## config.mk

```make
export PLATFORM = sky130hd
export DESIGN_NAME = i2c_regfile_slave
export DESIGN_NICKNAME = d
export VERILOG_FILES = /design/src/rtl/i2c_pkg.sv /design/src/rtl/i2c_line_sync.sv /design/src/rtl/i2c_regfile_slave.sv
export SDC_FILE = /design/constraint.sdc
export NUM_CORES = 1
export LEC_CHECK = 0
export CORE_ASPECT_RATIO = 1.25
export CORE_MARGIN = 10
export CORE_UTILIZATION = 48
export DETAILED_ROUTE_END_ITERATION = 10
export GPL_TIMING_DRIVEN = 1
export PLACE_DENSITY = 0.77
export SLEW_MARGIN = 20
export SYNTH_ARGS = -nofsm -noshare
export SYNTH_HDL_FRONTEND = slang
export SYNTH_SLANG_ARGS = --single-unit
```

## constraint.sdc

```tcl
create_clock -name clk -period 1.7 [get_ports clk]
set_input_delay 0.17 -clock clk [delete_from_list [all_inputs] [get_ports clk]]
set_output_delay 0.17 -clock clk [all_outputs]
set_load 0.005 [all_outputs]
```

## src/rtl/i2c_pkg.sv

```systemverilog
// Shared definitions for the I2C register-file target: FSM state encoding and
// bus-level constants for the acknowledge bit and the R/W direction bit.
package i2c_pkg;

    typedef enum logic [2:0] {
        ST_IDLE      = 3'd0,
        ST_ADDR      = 3'd1,
        ST_ACK_ADDR  = 3'd2,
        ST_RX_BYTE   = 3'd3,
        ST_ACK_RX    = 3'd4,
        ST_TX_BYTE   = 3'd5,
        ST_ACK_TX    = 3'd6,
        ST_WAIT_STOP = 3'd7
    } i2c_state_t;

    localparam logic ACK      = 1'b0;
    localparam logic NACK     = 1'b1;
    localparam logic RW_WRITE = 1'b0;
    localparam logic RW_READ  = 1'b1;

endpackage

```

## src/rtl/i2c_line_sync.sv

```systemverilog
// Brings asynchronous SCL/SDA into the clk domain and derives one-cycle
// scl_rise/scl_fall pulses plus START/STOP conditions.
module i2c_line_sync
    import i2c_pkg::*;
(
    input  logic clk,
    input  logic rst_n,
    input  logic scl_in,
    input  logic sda_in,
    output logic scl_rise,
    output logic scl_fall,
    output logic sda_s,
    output logic start,
    output logic stop
);

    logic r_scl_meta, r_scl_sync, r_scl_prev;
    logic r_sda_meta, r_sda_sync, r_sda_prev;

    // Idle bus is high, so all flops reset to 1 to avoid phantom edges.
    always_ff @(posedge clk or negedge rst_n) begin
        if (!rst_n) begin
            r_scl_meta <= 1'b1;
            r_scl_sync <= 1'b1;
            r_scl_prev <= 1'b1;
            r_sda_meta <= 1'b1;
            r_sda_sync <= 1'b1;
            r_sda_prev <= 1'b1;
        end else begin
            r_scl_meta <= scl_in;
            r_scl_sync <= r_scl_meta;
            r_scl_prev <= r_scl_sync;
            r_sda_meta <= sda_in;
            r_sda_sync <= r_sda_meta;
            r_sda_prev <= r_sda_sync;
        end
    end

    assign scl_rise = r_scl_sync & ~r_scl_prev;
    assign scl_fall = ~r_scl_sync & r_scl_prev;
    assign sda_s    = r_sda_sync;
    // SDA may only move while SCL is high for START/STOP; data changes happen with SCL low.
    assign start    = r_scl_sync & r_scl_prev & r_sda_prev & ~r_sda_sync;
    assign stop     = r_scl_sync & r_scl_prev & ~r_sda_prev & r_sda_sync;

endmodule

```

## src/rtl/i2c_regfile_slave.sv

```systemverilog
// I2C target exposing NUM_REGS byte registers with an auto-incrementing,
// wrapping pointer; reads come from an atomic snapshot, writes become strobes.
module i2c_regfile_slave
    import i2c_pkg::*;
#(
    parameter logic [6:0]          I2C_ADDR = 7'h64,
    parameter int                  NUM_REGS = 8,
    parameter logic [NUM_REGS-1:0] WR_MASK  = {NUM_REGS{1'b0}},
    localparam int                 PTR_W    = $clog2(NUM_REGS)
) (
    input  logic                  clk,
    input  logic                  rst_n,
    input  logic                  scl_in,
    input  logic                  sda_in,
    output logic                  sda_oe,
    input  logic [NUM_REGS*8-1:0] reg_rd_data,
    output logic                  reg_wr_en,
    output logic [PTR_W-1:0]      reg_wr_addr,
    output logic [7:0]            reg_wr_data,
    output logic [2:0]            i2c_state,
    output logic                  busy
);

    localparam logic [8:0] NUM_REGS_L = 9'(NUM_REGS);

    logic w_scl_rise, w_scl_fall, w_sda_s, w_start, w_stop;

    i2c_line_sync u_line_sync (
        .clk      (clk),
        .rst_n    (rst_n),
        .scl_in   (scl_in),
        .sda_in   (sda_in),
        .scl_rise (w_scl_rise),
        .scl_fall (w_scl_fall),
        .sda_s    (w_sda_s),
        .start    (w_start),
        .stop     (w_stop)
    );

    i2c_state_t             r_state, w_state_next;
    logic [2:0]             r_bit_cnt;
    logic [7:0]             r_shift;
    logic [PTR_W-1:0]       r_ptr;
    logic [NUM_REGS*8-1:0]  r_snapshot;
    logic                   r_rw, r_first, r_ack_seen, r_sda_oe;
    logic                   r_wr_en;
    logic [PTR_W-1:0]       r_wr_addr;
    logic [7:0]             r_wr_data;

    logic [7:0]             w_byte, w_snap_byte;
    logic [PTR_W-1:0]       w_ptr_inc;
    logic                   w_addr_hit, w_ptr_ok, w_last_bit;

    assign w_byte      = {r_shift[6:0], w_sda_s};
    assign w_snap_byte = r_snapshot[{r_ptr, 3'b000} +: 8];
    assign w_ptr_inc   = (r_ptr == PTR_W'(NUM_REGS - 1)) ? '0 : r_ptr + 1'b1;
    assign w_addr_hit  = (w_byte[7:1] == I2C_ADDR) && (w_byte[7:1] != 7'h00);
    assign w_ptr_ok    = {1'b0, w_byte} < NUM_REGS_L;
    assign w_last_bit  = w_scl_rise && (r_bit_cnt == 3'd7);

    always_ff @(posedge clk or negedge rst_n) begin
        if (!rst_n) r_state <= ST_IDLE;
        else        r_state <= w_state_next;
    end

    always_comb begin
        w_state_next = r_state;
        if (w_start) begin
            w_state_next = ST_ADDR;
        end else if (w_stop) begin
            w_state_next = ST_IDLE;
        end else begin
            case (r_state)
                ST_ADDR:     if (w_last_bit) w_state_next = w_addr_hit ? ST_ACK_ADDR : ST_WAIT_STOP;
                ST_ACK_ADDR: if (w_scl_fall && r_ack_seen)
                                 w_state_next = (r_rw == RW_READ) ? ST_TX_BYTE : ST_RX_BYTE;
                ST_RX_BYTE:  if (w_last_bit) w_state_next = (r_first && !w_ptr_ok) ? ST_WAIT_STOP : ST_ACK_RX;
                ST_ACK_RX:   if (w_scl_fall && r_ack_seen) w_state_next = ST_RX_BYTE;
                ST_TX_BYTE:  if (w_last_bit) w_state_next = ST_ACK_TX;
                ST_ACK_TX: begin
                    if (w_scl_rise && w_sda_s == NACK)  w_state_next = ST_WAIT_STOP;
                    else if (w_scl_fall && r_ack_seen)  w_state_next = ST_TX_BYTE;
                end
                default: ;
            endcase
        end
    end

    // ACK phases: the first scl_fall starts the acknowledge bit, the scl_rise
    // marks it as clocked, and the following scl_fall ends it.
    always_ff @(posedge clk or negedge rst_n) begin
        if (!rst_n) begin
            r_sda_oe   <= 1'b0;
            r_wr_en    <= 1'b0;
            r_wr_addr  <= '0;
            r_wr_data  <= '0;
            r_ptr      <= '0;
            r_snapshot <= '0;
            r_shift    <= '0;
            r_bit_cnt  <= '0;
            r_rw       <= RW_WRITE;
            r_first    <= 1'b0;
            r_ack_seen <= 1'b0;
        end else begin
            r_wr_en <= 1'b0;
            if (w_start) begin
                r_bit_cnt <= '0;
                r_sda_oe  <= 1'b0;
            end else if (w_stop) begin
                r_sda_oe  <= 1'b0;
            end else begin
                case (r_state)
                    ST_ADDR: if (w_scl_rise) begin
                        r_shift   <= w_byte;
                        r_bit_cnt <= r_bit_cnt + 3'd1;
                        if (r_bit_cnt == 3'd7 && w_addr_hit) begin
                            r_rw       <= w_byte[0];
                            r_first    <= 1'b1;
                            r_ack_seen <= 1'b0;
                            if (w_byte[0] == RW_READ) r_snapshot <= reg_rd_data;
                        end
                    end
                    ST_ACK_ADDR, ST_ACK_RX: begin
                        if (w_scl_rise) r_ack_seen <= 1'b1;
                        if (w_scl_fall) begin
                            if (!r_ack_seen) begin
                                r_sda_oe <= 1'b1;
                            end else begin
                                r_bit_cnt <= '0;
                                if (r_state == ST_ACK_ADDR && r_rw == RW_READ) begin
                                    r_shift  <= w_snap_byte;
                                    r_sda_oe <= ~w_snap_byte[7];
                                end else begin
                                    r_sda_oe <= 1'b0;
                                end
                            end
                        end
                    end
                    ST_RX_BYTE: if (w_scl_rise) begin
                        r_shift   <= w_byte;
                        r_bit_cnt <= r_bit_cnt + 3'd1;
                        if (r_bit_cnt == 3'd7) begin
                            r_ack_seen <= 1'b0;
                            if (r_first) begin
                                if (w_ptr_ok) begin
                                    r_ptr   <= w_byte[PTR_W-1:0];
                                    r_first <= 1'b0;
                                end
                            end else begin
                                if (WR_MASK[r_ptr]) begin
                                    r_wr_en   <= 1'b1;
                                    r_wr_addr <= r_ptr;
                                    r_wr_data <= w_byte;
                                end
                                r_ptr <= w_ptr_inc;
                            end
                        end
                    end
                    ST_TX_BYTE: begin
                        if (w_scl_rise) begin
                            r_shift   <= {r_shift[6:0], 1'b0};
                            r_bit_cnt <= r_bit_cnt + 3'd1;
                            if (r_bit_cnt == 3'd7) r_ack_seen <= 1'b0;
                        end
                        if (w_scl_fall) r_sda_oe <= ~r_shift[7];
                    end
                    ST_ACK_TX: begin
                        if (w_scl_rise) begin
                            r_ack_seen <= 1'b1;
                            if (w_sda_s == ACK) r_ptr <= w_ptr_inc;
                        end
                        if (w_scl_fall) begin
                            if (!r_ack_seen) begin
                                r_sda_oe <= 1'b0;
                            end else begin
                                r_shift   <= w_snap_byte;
                                r_sda_oe  <= ~w_snap_byte[7];
                                r_bit_cnt <= '0;
                            end
                        end
                    end
                    default: ;
                endcase
            end
        end
    end

    assign sda_oe      = r_sda_oe;
    assign reg_wr_en   = r_wr_en;
    assign reg_wr_addr = r_wr_addr;
    assign reg_wr_data = r_wr_data;
    assign i2c_state   = r_state;
    assign busy        = (r_state != ST_IDLE);

endmodule
```

=== Word-level counts from Yosys, hierarchy flattened ===
Memories as Yosys holds them, arrays and structs flattened.
Cells that the tools add are included.

* Bitwise gates (word level): 16
* Muxes and demuxes: 65
* Shift operators: 1
* Reductions and logical operators: 32
* Magnitude comparators: 2
* Eq/ne operators: 39
* $add $sub $neg: 2

{| class="wikitable"
|+ Operators by type and width
! kind !! number
|-
| 3-bit two-way mux || 23
|-
| 64-bit by 7-bit variable part select with 8-bit output || 1
|-
| 8-bit two-way mux || 7
|-
| 4-bit by 2-bit inequality test with 1-bit output (second input constant) || 8
|-
| 8-bit one-hot mux with 4 select lines || 1
|-
| 1-bit two-way mux || 27
|-
| 2-bit inequality test (second input constant) || 12
|-
| 7-bit AND reduction || 3
|-
| 3-bit one-hot mux with 6 select lines || 1
|-
| 8-bit AND reduction || 2
|-
| 3-bit equality test (second input constant) || 5
|-
| 3-bit one-hot mux with 2 select lines || 2
|-
| 2-bit by 1-bit inequality test with 1-bit output (second input constant) || 5
|-
| 10-bit AND reduction || 1
|-
| 5-bit AND reduction || 2
|-
| 3-bit by 1-bit inequality test with 1-bit output (second input constant) || 3
|-
| 1-bit NOT || 9
|-
| 3-bit nonzero test || 3
|-
| 8-bit by 4-bit < comparator with 1-bit output (second input constant) || 1
|-
| 8-bit nonzero test || 1
|-
| 1-bit AND || 7
|-
| 7-bit equality test (second input constant) || 1
|-
| 1-bit logical AND || 7
|-
| 7-bit nonzero test || 1
|-
| other kinds (17) || 24
|}

* Bits of input ports: 68
* Memories kept: 1
* Register bits after elaboration: 103
* ROM bits: 8

{| class="wikitable"
|+ Memories
! name !! depth !! width !! read ports !! clocked after memory_dff !! write ports !! RTL line !! text
|-
| (no name shown) || 8 || 1 || 1 || 0 || 0 || i2c_regfile_slave.sv:150 || <nowiki>if (WR_MASK[r_ptr]) begin</nowiki>
|}

=== Depth between registers and ports, before layout ===
* Word-level depth: 9
* Gate-level depth with buffers: 7

=== Hierarchy ===
From an unflattened synthesis, not the netlist that was laid out.

* Cell total of the unflattened synthesis: 366
* Area, all modules: 4,663.2 sq um

{| class="wikitable"
|+ Modules (own cells, without submodules)
! module !! area an instance (sq um) !! cells each !! sequential area each (sq um) !! times used
|-
| i2c_regfile_slave || 4,473.0 || 356 || 2,127.0 || 1
|-
| i2c_line_sync || 190.2 || 10 || 157.7 || 1
|}

=== Least setup slack after synthesis ===
OpenSTA, ideal clock, no wires.

* Kind: register to register
* From: register u_line_sync.r_scl_sync
* To: register r_snapshot[10]
* Setup slack: -147 ps
* Period minus slack after synthesis: 1,847 ps
* Arrival: 1,722 ps
* Cell stages (with the launch flop): 8
* Data required time: 1,575 ps
* Cells stage by stage: dfstp_2 -> nor2b_1 -> buf_4 -> and2_1 -> nand4_1 -> buf_4 -> buf_6 -> mux2_4

* Word-level cells in the longest chain between the ends: 5
* Elaborated cells on any way between the ends: 9

{| class="wikitable"
|+ Ends and longest elaborated chain
! item !! RTL line !! text
|-
| start: declaration || i2c_line_sync.sv:17 || <nowiki>logic r_scl_meta, r_scl_sync, r_scl_prev;</nowiki>
|-
| start signal: assignment || i2c_line_sync.sv:31 || <nowiki>r_scl_sync <= r_scl_meta;</nowiki>
|-
| 1-bit AND || i2c_line_sync.sv:43, i2c_line_sync.sv:44 ||
|-
| 1-bit AND, on equally long branches (2 in a row) || i2c_line_sync.sv:43, i2c_line_sync.sv:44 ||
|-
| 1-bit NOT (no line) || - ||
|-
| 6-bit AND reduction (no line) * || - ||
|-
| end signal: assignment || i2c_regfile_slave.sv:120 || <nowiki>if (w_byte[0] == RW_READ) r_snapshot <= reg_rd_data;</nowiki>
|-
| end: declaration || i2c_regfile_slave.sv:44 || <nowiki>logic [NUM_REGS*8-1:0] r_snapshot;</nowiki>
|}

Mark *: on every way between the ends. The rest lies on a longest branch, timed or not.
A chain may end at the register's enable or synchronous reset.

=== Worst setup path in the final report ===
* From: register u_line_sync.r_scl_sync
* To: register r_snapshot[45]

Same word-level chain as after synthesis.

==> impl_metrics.tcl <==
set metrics [dict create \
    run_status "complete, but fails checks" \
    violations "setup timing" \
    clkTransAtPathRegs_ns 0.06 \
    slew-limit-headroom_pct 60.2 \
    cts_tree "done" \
    design.final.nets 558 \
    globalplace.congestion 0.886 \
    worst_pin_slew_ns 0.596 \
    clk_latency_ns 0.34 \
    drt_iter0_drc 169 \
    grt_util_all_layers_pct 16.5 \
    postRouteAntennaNets 0 \
    place.port_buffers 72 \
    antenna_cells 0 \
    core_mm2 0.00966 \
    max-vdd-ir-drop_v 0.000797 \
    dieArea_mm2 0.0143 \
    route.vias.total 3329 \
    syn_area_mm2 0.00477 \
    initial_utilization_pct 49.4 \
    timing.final.crit_share_pct 111 \
    firstDrtPassIters 4 \
    vias_per_cell 5.40 \
    gate_count_after_technology_mapping 356 \
    die_w_um 109 \
    async_flop_share_pct 100 \
    final.fill_count 629 \
    area.growth.synth_to_final_pct 37.8 \
    final.min_clock_period_ns 1.89 \
    drcViolationCount 0 \
    grt_setup_unrepaired "true" \
    postLayoutCellArea_mm2 0.00657 \
    worst-r2r-setup-slack_ns -0.19 \
    vias_in_the_first_global_route 3696 \
    critPathCaptureType "flip-flop" \
    fin_tns_setup_ns -11.21 \
    clock_sinks 91 \
    layout_commonest_cell "sky130_fd_sc_hd__dfrtp_1" \
    timing.critical_path.required_ns 1.93 \
    cell_at_the_root_of_the_clock_tree "sky130_fd_sc_hd__clkbuf_16" \
    finalClockSkew_ns 0.00879 \
    grt_start_max_net_pins 43 \
    post_route_cells_drive_above_1_share_pct 43.6 \
    placedInstanceArea_mm2 0.00602 \
    mostFrequentLayoutCells "81 x sky130_fd_sc_hd__dfrtp_1, 68 x sky130_fd_sc_hd__clkdlybuf4s50_1, 53 x sky130_fd_sc_hd__buf_4" \
    cellPowerDensity_mw_per_mm2 936 \
    synth.ff_latch_count 91 \
    synthFlopType "sky130_fd_sc_hd__dfrtp_1" \
    hpwl_um 8320 \
    fp-row-count 40 \
    hold_class "in -> reg" \
    netlist-cell-type-count 49 \
    critical_path_peak_fanout 14 \
    grt-ovfl-total 0 \
    floorplan.die.height_um 131 \
    yosys_warnings 0 \
    finish_stage_setup_viols 76 \
    arrival_ns 2.11 \
    worst_slack_ns -0.185 \
    synth_enable_flop_cells 0 \
    wire_length_of_the_first_global_routing_pass_um 18500 \
    design.portCount 85 \
    drt-wirelength-per-cell_um 18.6 \
    timing.setup.critical_path_class "reg -> reg" \
    drt-total-wl_um 11500 \
    report.final.hold_viol_count 0 \
    critical_path.startpoint_type "flip-flop" \
    power.leakage_uw 0.00297 \
    max_clock_freq_mhz 530 \
    synthesis.area_per_instance_um2 13.4 \
    drv_slew 0 \
    cts-root-to-sink-buffers 2 \
    maximum_capacitance_violations 0 \
    hold_ws_ns 0.233 \
    grt_antenna_before_repair 0 \
    synth_sequential_area_ratio_pct 47.9 \
    cts_htree_levels 3 \
    tritoncts.num_buffers 9 \
]
report_power, final:
part / switching [uW] / total, uW / internal (uW)
clock network: 824 / 2160 / 1340
registers: 173 / 2580 / 2400
logic: 590 / 1420 / 829
total: 1590 / 6150 / 4570
worst paths after layout:
kind                                                    end  depth (start not counted)                             start
max in group asynchronous        r_snapshot[53]$_DFFE_PN0P_                          3                             rst_n
setup reg to reg                 r_snapshot[45]$_DFFE_PN0P_                          7  u_line_sync.r_scl_sync$_DFF_PN1_
hold / removal             u_line_sync.r_sda_meta$_DFF_PN1_                          1                            sda_in
setup / recovery                 r_snapshot[45]$_DFFE_PN0P_                          7  u_line_sync.r_scl_sync$_DFF_PN1_
hold reg to reg                 u_line_sync.sda_s$_DFF_PN1_                          0  u_line_sync.r_sda_meta$_DFF_PN1_
min in group asynchronous          i2c_state[0]$_DFFE_PN0P_                          2                             rst_n
flip-flops by register name, indices dropped and copies added, names as in the netlist, 3 cells and up:
name        count
r_snapshot     64
r_shift         8
r_bit_cnt       3
r_ptr           3
i2c_state       3
per-stage QoR:
stage | power, uW | utilization (%) | std cells | setup slack [ns]
6_report | 6150 | 68.1 | 617 | -0.185
4_1_cts | 6100 | 67.2 | 616 | -0.158
2_1_floorplan | 3210 | - | 367 | -0.119
3_5_place_dp | 3870 | 62.4 | 590 | -0.227
3_3_place_gp | 3820 | 62.4 | 590 | -0.182
5_1_grt | 6430 | 68.1 | 617 | -0.215
timing repair:
item / CTS / global route
endpoints found under the hold margin: 34 / 0
hold buffers: 1 / 0
gates cloned: 1 / 0
pin swaps: 4 / 8
setup buffers: 8 / 1
gates resized for setup: 24 / 29
setup endpoints to repair: 83 / 82
worst max-delay path, stage by stage (launching register included):
cell	delay, ns
sky130_fd_sc_hd__dfstp_2	0.52
sky130_fd_sc_hd__nor2b_1	0.12
sky130_fd_sc_hd__buf_4	0.15
sky130_fd_sc_hd__and2_4	0.14
sky130_fd_sc_hd__nand4_1	0.17
sky130_fd_sc_hd__buf_6	0.21
sky130_fd_sc_hd__buf_12	0.15
sky130_fd_sc_hd__mux2_4	0.30
synth_stat cells, drive strengths merged (2+ instances only):
master / n / area [um^2]
dfrtp: 85 / 2130
mux2: 72 / 995
buf: 31 / 229
nand2: 26 / 97.6
o21ai: 18 / 90.1
mux4: 16 / 360
mux2i: 11 / 110
nand3: 9 / 45.0
a21oi: 8 / 40.0
a31oi: 7 / 43.8
dfstp: 6 / 158
inv: 6 / 22.5
nor2: 6 / 22.5
clkbuf: 5 / 18.8
nor2b: 5 / 31.3
ha: 4 / 50.1
a21boi: 3 / 33.8
and2: 3 / 20.0
nand4: 3 / 18.8
nor3: 3 / 15.0
or2: 3 / 18.8
and3: 2 / 12.5
o2111ai: 2 / 17.5
o21bai: 2 / 15.0
xor2: 2 / 17.5
final cells by class:
type	instances	area (um^2)	area share, %
multi-input combinational	234	2340	35.7
sequential	91	2290	34.8
timing repair buffer	144	1430	21.8
clock buffer	11	243	3.69
tap	126	158	2.40
clock inverter	5	85.1	1.29
inverter	6	22.5	0.343
cells by family (layout without fill, tap and decap cells):
group / after synthesis / count (layout) / share of synthesized area, %
mux: 99 / 99 / 30.7
flops: 91 / 91 / 47.9
simple gates: 65 / 65 / 7.00
compound gates: 52 / 52 / 7.21
buf+inv: 42 / 166 / 5.67
fa+ha+maj: 4 / 4 / 1.05
xor+xnor: 2 / 2 / 0.367
other cells: 1 / 12 / 0.0786
per-layer routing:
| metal | GRT usage (%) | part of all wire, % |
|---|---|---|
| met5 | 0 | 0 |
| met4 | 7.78 | 2.8 |
| met3 | 3.96 | 4.2 |
| met2 | 29.1 | 56 |
| met1 | 17.7 | 37 |
Power figures use the tool's default switching activity.
